**src/rtl/display_scheduler.sv**
```systemverilog
// Display source scheduler: shares a 2-digit 7-segment refresh driver between four
// 8-bit sources. Optional blank interval between sources is built when DISP_BLANK_EN is defined.
module display_scheduler #(
   parameter int PRESCALE = 50000,
   parameter int DWELL    = 256
) (
   input  logic       Clk,
   input  logic       Rst_n,
   input  logic [7:0] Src0,
   input  logic [7:0] Src1,
   input  logic [7:0] Src2,
   input  logic [7:0] Src3,
   input  logic [3:0] Src_en,
   input  logic       Hold_req,
   input  logic [1:0] Hold_src,
   output logic       Hold_ack,
   output logic       Cen,
   output logic [1:0] Sel,
   output logic [7:0] OutD
);

   // state | meaning
   // IDLE  | no source enabled, display shows 00
   // SCAN  | rotating through enabled sources on the dwell timer
   // HOLD  | one source pinned by Hold_req
   // BLANK | display dark until the next Cen after a rotation step

   localparam int PW = (PRESCALE > 1) ? $clog2(PRESCALE) : 1;
   localparam int DW = (DWELL > 1) ? $clog2(DWELL) : 1;
   localparam logic [PW-1:0] P_LAST = PW'(PRESCALE - 1);
   localparam logic [DW-1:0] D_LAST = DW'(DWELL - 1);

`ifdef DISP_BLANK_EN
   typedef enum logic [1:0] {IDLE, SCAN, HOLD, BLANK} state_t;
`else
   typedef enum logic [1:0] {IDLE, SCAN, HOLD} state_t;
`endif

   state_t          state, state_n;
   logic [1:0]      sel, sel_n;
   logic [PW-1:0]   pcnt;
   logic [DW-1:0]   dcnt;
   logic [7:0]      out_d;
   logic [7:0]      src_sel;
   logic [1:0]      sel_next_en;
   logic [1:0]      sel_lowest;
   logic            cen;
   logic            expire;
   logic            any_en;

   function automatic logic [1:0] next_enabled(input logic [1:0] cur, input logic [3:0] en);
      logic [1:0] idx;
      logic [1:0] res;
      res = cur;
      // Walk downward so the closest upward neighbour is the last one written.
      for (int i = 3; i >= 1; i--) begin
         idx = cur + 2'(i);
         if (en[idx]) res = idx;
      end
      return res;
   endfunction

   function automatic logic [1:0] lowest_enabled(input logic [3:0] en);
      logic [1:0] res;
      res = 2'd0;
      for (int i = 3; i >= 0; i--) begin
         if (en[i]) res = 2'(i);
      end
      return res;
   endfunction

   always_ff @(posedge Clk or negedge Rst_n) begin
      if (!Rst_n)              pcnt <= '0;
      else if (pcnt == P_LAST) pcnt <= '0;
      else                     pcnt <= pcnt + PW'(1);
   end

   assign cen         = (pcnt == P_LAST);
   assign any_en      = |Src_en;
   assign expire      = (state == SCAN) && cen && (dcnt == D_LAST);
   assign sel_next_en = next_enabled(sel, Src_en);
   assign sel_lowest  = lowest_enabled(Src_en);

   always_comb begin
      src_sel = 8'h00;
      case (sel)
         2'd0: src_sel = Src0;
         2'd1: src_sel = Src1;
         2'd2: src_sel = Src2;
         2'd3: src_sel = Src3;
         default: src_sel = 8'h00;
      endcase
   end

   always_ff @(posedge Clk or negedge Rst_n) begin
      if (!Rst_n) begin
         state <= IDLE;
         sel   <= 2'd0;
      end else begin
         state <= state_n;
         sel   <= sel_n;
      end
   end

   always_comb begin
      state_n = state;
      sel_n   = sel;
      case (state)
         IDLE: begin
            if (Hold_req) begin
               state_n = HOLD;
               sel_n   = Hold_src;
            end else if (any_en) begin
               state_n = SCAN;
               sel_n   = sel_lowest;
            end
         end
         SCAN: begin
            if (Hold_req) begin
               state_n = HOLD;
               sel_n   = Hold_src;
            end else if (!any_en) begin
               state_n = IDLE;
            end else if (!Src_en[sel]) begin
               sel_n = sel_next_en;
            end else if (expire) begin
               sel_n = sel_next_en;
`ifdef DISP_BLANK_EN
               if (sel_next_en != sel) state_n = BLANK;
`endif
            end
         end
         HOLD: begin
            if (Hold_req) begin
               sel_n = Hold_src;
            end else if (!any_en) begin
               state_n = IDLE;
            end else begin
               state_n = SCAN;
               if (!Src_en[sel]) sel_n = sel_next_en;
            end
         end
`ifdef DISP_BLANK_EN
         BLANK: begin
            if (Hold_req) begin
               state_n = HOLD;
               sel_n   = Hold_src;
            end else if (!any_en) begin
               state_n = IDLE;
            end else begin
               if (!Src_en[sel]) sel_n = sel_next_en;
               if (cen) state_n = SCAN;
            end
         end
`endif
         default: begin
            state_n = IDLE;
            sel_n   = 2'd0;
         end
      endcase
   end

   // Dwell restarts whenever the shown source or the state changes, so each source gets a full period.
   always_ff @(posedge Clk or negedge Rst_n) begin
      if (!Rst_n)
         dcnt <= '0;
      else if ((state != SCAN) || (state_n != state) || (sel_n != sel))
         dcnt <= '0;
      else if (cen)
         dcnt <= (dcnt == D_LAST) ? '0 : dcnt + DW'(1);
   end

   always_ff @(posedge Clk or negedge Rst_n) begin
      if (!Rst_n)                              out_d <= 8'h00;
      else if (state == SCAN || state == HOLD) out_d <= src_sel;
      else                                     out_d <= 8'h00;
   end

   assign Cen      = cen;
   assign Sel      = sel;
   assign OutD     = out_d;
   assign Hold_ack = (state == HOLD);

endmodule

```
**config.mk**
```make
export PLATFORM = sky130hd
export DESIGN_NAME = display_scheduler
export DESIGN_NICKNAME = d
export VERILOG_FILES = /design/src/rtl/display_scheduler.sv
export SDC_FILE = /design/constraint.sdc
export NUM_CORES = 1
export LEC_CHECK = 0
export ABC_AREA = 1
export ABC_CLOCK_PERIOD_IN_PS = 2600
export BUFFER_PORTS_ARGS = -buffer_cell sky130_fd_sc_hd__clkbuf_2
export CAP_MARGIN = 10
export CORE_ASPECT_RATIO = 1.4
export CORE_UTILIZATION = 44
export CTS_CLUSTER_DIAMETER = 80
export CTS_CLUSTER_SIZE = 8
export DETAILED_ROUTE_END_ITERATION = 16
export GPL_ROUTABILITY_DRIVEN = 1
export PLACE_DENSITY = 0.78
export SLEW_MARGIN = 10
export SYNTH_ARGS = -nofsm -noshare
export SYNTH_HDL_FRONTEND = slang
export SYNTH_SLANG_ARGS = --single-unit
```
**constraint.sdc**
```tcl
create_clock -name Clk -period 2.6 [get_ports Clk]
set_clock_uncertainty 0.15 [all_clocks]
set_input_delay 0.26 -clock Clk [delete_from_list [all_inputs] [get_ports Clk]]
set_output_delay 0.26 -clock Clk [all_outputs]
set_load 0.01 [all_outputs]
```
======== Word-level counts from Yosys, hierarchy flattened ========
Index checks and enable logic that the tools add are counted.
word-level totals
  word-level logic and storage cells ...... 71
  register bits after elaboration ......... 36
  output and inout bits ................... 12
  bits of input ports ..................... 41
cells by class
  multiplexer cells ....................... 38
  magnitude comparators ................... 4
  eq/ne operators ......................... 10
  $add $sub $neg .......................... 5
  reductions and logical operators ........ 9
operators with widths
  kind                   number
  $mux 2                 21
  $mux 8                 4
  $pmux 8 s4             1
  $add 16x1->16 const B  1
  $eq 16x16->1 const B   1
  $mux 16                1
  $lt 2x3->1 const B     4
  $pmux 2 s3             2
  $add 8x1->8 const B    1
  $bmux 1 s2             4
  $eq 8x8->1 const B     1
  $eq 2x2->1 const B     3
  $mux 1                 5
  $add 2x2->2 const B    2
  $eq 2x1->1 const B     2
  $logic_not 2->1        2
  $ne 2x2->1             2
  $reduce_or 4->1        1
  $logic_or 1x1->1       3
  $add 2x1->2 const B    1
  $logic_and 1x1->1      2
  $ne 2x1->1 const B     1
  $reduce_bool 2->1      1

======== Depth between registers and ports, before layout ========
Gate-level depths: netlist (run 1).
  depth after elaboration ................. 14
  depth in mapped cells ................... 19
  mapped depth without buffers ............ 18

======== Worst setup path before layout (run 1) ========
No wires, ideal clock.
  path kind ............................... register -> register
  start point ............................. register sel[1], in the netlist Sel[1]
  end point ............................... register dcnt[5]
  slack ................................... 0.416 ns
  library setup time ...................... 0.121 ns
  data required time ...................... 2.329 ns
  clock period less this slack ............ 2.184 ns
  data arrival time ....................... 1.913 ns
  stages on the path, launching flop included .. 17
  buffers on the path ..................... 0
  path through ............................ dfrtp_1 > inv_1 > ha_1 > inv_1 > nand3_1 > nand2_1 > nand3_1 > a21boi_0 > nand2_1 > nand3_1 > nand2_1 > nand3_2 > nand2_1 > nand2_1 > nand2_1 > nand3_4 > nor2_1
between the ends
  word-level cells in the longest chain between the ends .. 14
  elaborated cells between the ends (all ways) .. 28
  those cells by class .................... 3 x add/sub; 1 x eq/ne; 22 x mux; 2 x reduce/logical
ends and longest elaborated chain
  element                                             RTL line  source
  start: declaration                                  40        logic [1:0] sel, sel_n;
  start signal: assignment                            101       sel <= sel_n;
  $add 2x2->2                                         57        idx = cur + 2'(i);
  $bmux 1 s2                                          58        if (en[idx]) res = idx;
  $mux 1 (not written as such)                        58
  $mux 2 (3 in a row)                                 58
  $mux 2                                              126       end else if (expire) begin
  $mux 2                                              124       end else if (!Src_en[sel]) begin
  $mux 2                                              122       end else if (!any_en) begin
  $mux 2                                              119       if (Hold_req) begin
  $pmux 2 s3                                          108       case (state)
  $ne 2x2->1 (*)                                      167       else if ((state != SCAN) || (state_n != state) || (sel_n != sel))
  $logic_or 1x1->1 (*)                                167
  $mux 8 / $reduce_bool 2->1 (equally long branches)  -
  end signal: assignment                              170       dcnt <= (dcnt == D_LAST) ? '0 : dcnt + DW'(1);
  end: declaration                                    42        logic [DW-1:0] dcnt;
Mark *: on every way between the ends. The rest lies on a longest branch, timed or not. The select of a mux whose other input is x is not followed.
A chain may end at the register's enable or synchronous reset.

======== Worst setup path in the final report (run 1) ========
  start point ............................. register sel[1], in the netlist Sel[1]
  end point ............................... register dcnt[7]
The elaborated chain is that of the path after synthesis.

==> metrics.yaml, run 1 <==
num_antenna_cells: 0
path_clk_slew_ns: 0.07
crit_path_end_kind: "flop"
tightest_slew_ns: 0.848
wl_um: 5420
final-hold-violation-count: 0
syn_area_um2: 2410
post-dp-hpwl_um: 4280
power_frac_seq_pct: 29.3
portBuffers: 52
grt_pass1_wl_um: 9220
vias_per_cell: 5.16
ys_seq_area_share_pct: 37.3
drc: 0
rows: 31
htree_levels: 2
postCtsSetupRepairBufs: 0
grt_max_degree: 37
grt_remaining_overflow: 0
die_x_um: 64.6
cts_tree: "built"
required_ns: 2.63
synth_edf_count: 0
post-route-period-util_pct: 87.2
postSynthAreaPerCell_um2: 7.18
final_antenna_net_count: 0
drt_iter0_drc: 130
synth_warnings: 0
synthCells: 336
cap_violations: 0
track_usage_pct: 20.6
crit_fanout: 9
path_class: "reg2reg"
ys_seq_elements: 36
die_h_um: 89.6
cts_root_buf: "clkbuf_8"
clockBufferDepth: 2
n_fill_cell: 516
leakage_uw: 0.00146
synth_fp_nets: 387
ir_worst_vdd_uv: 604
hold_path_class: "in2reg"
clk_latency_ns: 0.29
core_um2: 5240
slew_viol_final: 0
ys.flop_type: "dfrtp_1"
num-nets-final: 444
dr.pass1.iters: 5
vias: 2373
switching_share_pct: 45.0
outcome: "finished clean"
fp.dieArea_um2: 5790
cts_buffers: 5
drive_gt1_share_pct: 21.3
gp_congestion: 0.944
max_freq_mhz: 441
finalSetupTns_ns: 0
grt_pass1_vias: 2256
io_pins: 53
start_util_pct: 46.1
setup_viol: 0
arrival_ns: 2.30
min_period_ns: 2.27
antenna_found_initial: 0
async_flop_share_pct: 100
ys_types: 32
pwr-share-comb_pct: 53.4
pwr-share-clk_pct: 17.3
rsz0062_at_grt: "no"
slew_headroom_pct: 43.5
p_sw_uw: 1070
crit_path_start_kind: "flop"
dp_worst_setup_slack_ns: 0.221
internal_power_uw: 1300
setup_slack_ns: 0.332
power_density_nw_per_um2: 832
clock_sinks: 36
areaGrowthSynthToFinish_pct: 18.1
wire_per_inst_um: 11.8
total_power_uw: 2370
[metrics by stage]
| step | cells | util, % | area [um^2] | hold WS [ns] |
|---|---|---|---|---|
| 3_5_place_dp | 451 | 52.4 | 2740 | 0.269 |
| 4_1_cts | 460 | 54.4 | 2850 | 0.0591 |
| 2_1_floorplan | 336 | - | 2410 | -0.186 |
| 5_1_grt | 460 | 54.4 | 2850 | 0.0713 |
| 3_3_place_gp | 451 | 52.4 | 2740 | 0.260 |
| 6_report | 460 | 54.4 | 2850 | 0.0677 |
[cell type report]
class | instances | area [um^2] | share of cell area [%]
clock buffers | 7 | 86.3 | 3.03
inverters | 52 | 198 | 6.94
flip-flops and latches | 36 | 902 | 31.7
repair buffers | 55 | 285 | 10.0
clock inverters | 1 | 7.51 | 0.264
multi-input cells | 243 | 1290 | 45.2
well taps | 66 | 82.6 | 2.90
[routing by layer]
metal / GRT usage (%) / up-vias / wire, um
li1: - / 1197 / -
met1: 21.3 / 1080 / 2100
met2: 39.3 / 85 / 2880
met3: 3.28 / 11 / 280
met4: 11.3 / 0 / 158
met5: 0 / - / 0
[cell usage in the layout, fill, tap and decap left out, drive strengths merged]
cell type,n
a21boi,1
a21oi,19
a22oi,1
a31oi,10
a41oi,1
buf,2
clkbuf,59
clkinv,1
clkinvlp,1
dfrtp,36
dlygate4sd3,1
ha,10
inv,51
nand2,83
nand3,31
nand4,3
nor2,43
nor3,8
o21ai,23
o21bai,1
o31ai,1
o32ai,1
xor2,7
[flip-flops by register name (all words and copies together) (netlist names)]
signal,flops
pcnt,16
OutD,8
dcnt,8
Sel,2
state,2
[cell families (layout without fill, tap and decap cells)]
logic type      count (synthesis)  in the layout  share of synthesized area, %
flops                          36             36                          37.3
xor+xnor                        7              7                          2.54
fa+ha+maj                      10             10                          5.19
buf+inv                        57            115                          9.28
simple gates                  168            168                          32.4
compound gates                 58             58                          13.3
[power by group through the flow]
stage	Combinational [uW]	Clock [uW]	Sequential, uW
after floorplan	895	0	722
after global routing	1430	448	704
after global placement	1210	0	698
after CTS	1250	420	691
after detailed placement	1240	0	702
final	1270	409	695
[path summary, 6_finish.rpt]
check,slack (ns),cells past startpoint,endpoint,from
setup reg to reg,0.33,16,dcnt[7]$_DFFE_PN0P_,Sel[1]$_DFF_PN0_
max in group asynchronous,1.25,2,Sel[1]$_DFF_PN0_,Rst_n
hold / removal,0.07,3,OutD[2]$_DFF_PN0_,Src3[2]
setup / recovery,0.33,16,dcnt[7]$_DFFE_PN0P_,Sel[1]$_DFF_PN0_
hold reg to reg,0.32,1,pcnt[0]$_DFF_PN0_,pcnt[0]$_DFF_PN0_
min in group asynchronous,0.46,2,pcnt[3]$_DFF_PN0_,Rst_n
[timing repair]
action,in CTS,in global routing
hold endpoints to repair,36,0
hold buffers,1,0
resized for setup,0,2
setup endpoints to repair,0,8
[worst max-delay path, cell delays in order (launching register included)]
cell and delay (ns):
dfrtp_2 0.47, inv_2 0.12, ha_1 0.26, inv_1 0.09, nand3_1 0.12, nand2_1 0.09, nand3_1 0.08, a21boi_0 0.17
nand2_1 0.07, nand3_1 0.07, nand2_1 0.06, nand3_2 0.06, nand2_1 0.06, nand2_1 0.06, nand2_1 0.08, nand3_4 0.10
nor2_1 0.05
[Yosys cell counts (all sizes together), types with 4 or more instances]
| master | instances | area (um^2) |
|---|---|---|
| nand3 | 31 | 195 |
| a31oi | 10 | 62.6 |
| nor2 | 43 | 193 |
| xor2 | 7 | 61.3 |
| o21ai | 23 | 115 |
| a21oi | 19 | 95.1 |
| ha | 10 | 125 |
| buf | 4 | 22.5 |
| nand2 | 83 | 329 |
| dfrtp | 36 | 901 |
| nor3 | 8 | 45.0 |
| inv | 51 | 194 |
No activity file was read; power rests on OpenSTA's default activity.
==> inputs of run 2 (changes only) <==
==> constraint.sdc (replaced) <==
create_clock -name Clk -period 2.6 [get_ports Clk]
set_clock_uncertainty 0.15 [all_clocks]
set_input_delay 0.78 -clock Clk [delete_from_list [all_inputs] [get_ports Clk]]
set_output_delay 0.78 -clock Clk [all_outputs]
set_load 0.01 [all_outputs]
==> run 2 against run 1 <==
Compared with the run above:
- die area stayed put
- critical path type is now reg2out
- global-route usage grew 0.34 points
- core utilization grew 0.76 points
- non-clock buffer count up 7
- sequential share of layout area shrank 0.48 points
- critical path depth down 10
- sequential cell count unchanged
- routed wire length rose by 0.13%
- maximum frequency down 3.5%
- design area up 1.4%
- worst setup slack got worse by 0.083 ns
- total power shrank 0.60%
==> metrics.yaml, run 2 (synthesized netlist as in run 1, its figures left out) <==
htree_levels: 2  # unchanged
use_met3_pct: 3.16  # -0.13 points
cts_tree: "built"
num-nets-final: 451  # +1.6%
cts_root_buf: "clkbuf_8"
io_pins: 53  # unchanged
cpLargestDelayFamily: "simple AND/OR/NAND/NOR gates"
min_period_ns: 2.35  # +0.0830 ns
drive_gt1_share_pct: 22.2  # +0.87 points
cp-startpoint: "pcnt[0]$_DFF_PN0_"
clk_latency_ns: 0.29  # about the same
post-route-period-util_pct: 90.4  # +3.2 points
drt_iter0_drc: 95  # -27%
final_antenna_net_count: 0  # unchanged
drc: 0  # unchanged
switching_share_pct: 44.9  # -0.062 points
dr.pass1.iters: 4  # -1
p_sw_uw: 1060  # -0.74%
path_clk_slew_ns: 0.08  # about the same
start_util_pct: 46.1  # unchanged
wl_um: 5420  # +0.13%
rsz0062_at_grt: "no"
dp_worst_setup_slack_ns: 0.149  # -0.0717 ns
pwr-share-clk_pct: 16.6  # -0.7 points
antenna_found_initial: 0  # unchanged
critical-path-slowest-cell: "dfrtp_1"
ir_worst_vdd_uv: 542  # -10%
pwr-share-comb_pct: 54.5  # +1.1 points
max_freq_mhz: 425  # -3.5%
grt_pass1_wl_um: 9400  # +1.9%
gr-max-usage-layer: "met2"
cts_hold_buf: 0  # -1
vias_per_cell: 5.08  # -1.5%
clockBufferDepth: 2  # unchanged
crit_path_start_kind: "flop"
wire_per_inst_um: 11.6  # -1.4%
required_ns: 1.67  # -0.96 ns
cap_violations: 0  # unchanged
track_usage_pct: 20.9  # +0.34 points
gp_congestion: 0.869  # -7.9%
slew_viol_final: 0  # unchanged
crit_path_end_kind: "output port"
power_frac_seq_pct: 28.9  # -0.4 points
gr-usage-met2_pct: 41.8  # +2.5 points
layout_common_cells: "nand2_1, clkbuf_2, inv_1"
arrival_ns: 1.42  # -0.88 ns
fin_cells: 467  # +1.5%
areaGrowthSynthToFinish_pct: 19.8
hold_path_class: "reg2reg"
numPlacedInstances: 455  # +0.89%
internal_power_uw: 1300  # -0.49%
final-hold-violation-count: 0  # unchanged
portBuffers: 52  # unchanged
core_um2: 5240  # unchanged
num_antenna_cells: 0  # unchanged
grt.met1_usage_pct: 21.4  # +0.039 points
path_class: "reg2out"
fin_util_pct: 55.2  # +0.76 points
clock_sinks: 36  # unchanged
fin_area_um2: 2890  # +1.4%
tightest_slew_ns: 0.569  # -0.279 ns
path_cells: "ha_1, nand2_2, nor2_4, nand3_4, nor2_8, clkbuf_2"
die_x_um: 64.6  # unchanged
crit_fanout: 3  # -6
largest_register_ffs: 16  # unchanged
grt_max_degree: 25  # -32%
setup_viol: 0  # unchanged
grt_remaining_overflow: 0  # unchanged
grt_pass1_vias: 2304  # +2.1%
slowest_delay_ns: 0.37  # -0.10 ns
leakage_uw: 0.00150  # +2.5%
final_common_cell: "nand2_1"
outcome: "finished clean"
dpl-instance-area_um2: 2770  # +1.1%
power_density_nw_per_um2: 816  # -2.0%
fp.dieArea_um2: 5790  # unchanged
setup_slack_ns: 0.249  # -0.0830 ns
post-dp-hpwl_um: 4300  # +0.37%
r2r_start: "Sel[0]$_DFF_PN0_"
die_h_um: 89.6  # unchanged
worstHoldStart: "pcnt[0]$_DFF_PN0_"
vias: 2373  # unchanged
finalSetupTns_ns: 0  # unchanged
path_buf_inv: 1  # -1
slew_headroom_pct: 62.1  # +19 points
rows: 31  # unchanged
largest_register: "pcnt"
cts_buffers: 5  # unchanged
## run 2: cell count changes in the layout (fill, tap and decap cells not counted), sizes merged
cell	change
clkinvlp	-1
buf	+8
dlygate4sd3	-1
clkinv	+1
## run 2: through the flow
step,total power (uW),hold slack [ns]
final,2360,0.304
after global routing,2580,0.332
after CTS,2360,0.315
after detailed placement,1970,0.305
after global placement,1940,0.299
after floorplan,1620,0.283
## run 2: worst paths after layout
kind / endpoint / slack, ns / depth (start not counted)
max: Cen / 0.25 / 6
min: pcnt[0]$_DFF_PN0_ / 0.30 / 1
max reg2reg: dcnt[5]$_DFFE_PN0P_ / 0.32 / 16
min reg2reg: pcnt[0]$_DFF_PN0_ / 0.30 / 1
max in group asynchronous: state[0]$_DFF_PN0_ / 1.45 / 2
min in group asynchronous: pcnt[2]$_DFF_PN0_ / 0.31 / 1
## run 2: routing by layer
layer	wire (um)	share of wire [%]
met5	0	0
met1	2160	40
met2	2960	55
met4	109	2.0
met3	189	3.5
## run 2: what timing repair did
action,4_1_cts,5_1_grt
setup endpoints to repair,0,1
gates resized for setup,0,0
setup buffers,0,4
hold endpoints to repair,0,0
## run 2: cell type report
type / count / area, um^2
Tap cell: 66 / 82.6
Inverter: 52 / 198
Clock buffer: 7 / 76.3
Multi-Input combinational cell: 243 / 1290
Clock inverter: 1 / 8.76
Sequential cell: 36 / 901
Fill cell: 498 / 2350
Timing Repair Buffer: 62 / 335
## run 2: power by group through the flow
stage / Combinational (uW) / Sequential (uW) / Clock [uW]
floorplan: 895 / 722 / 0
detailed placement: 1280 / 689 / 0
CTS: 1280 / 680 / 395
finish: 1280 / 680 / 391
global placement: 1250 / 688 / 0
global route: 1470 / 686 / 422
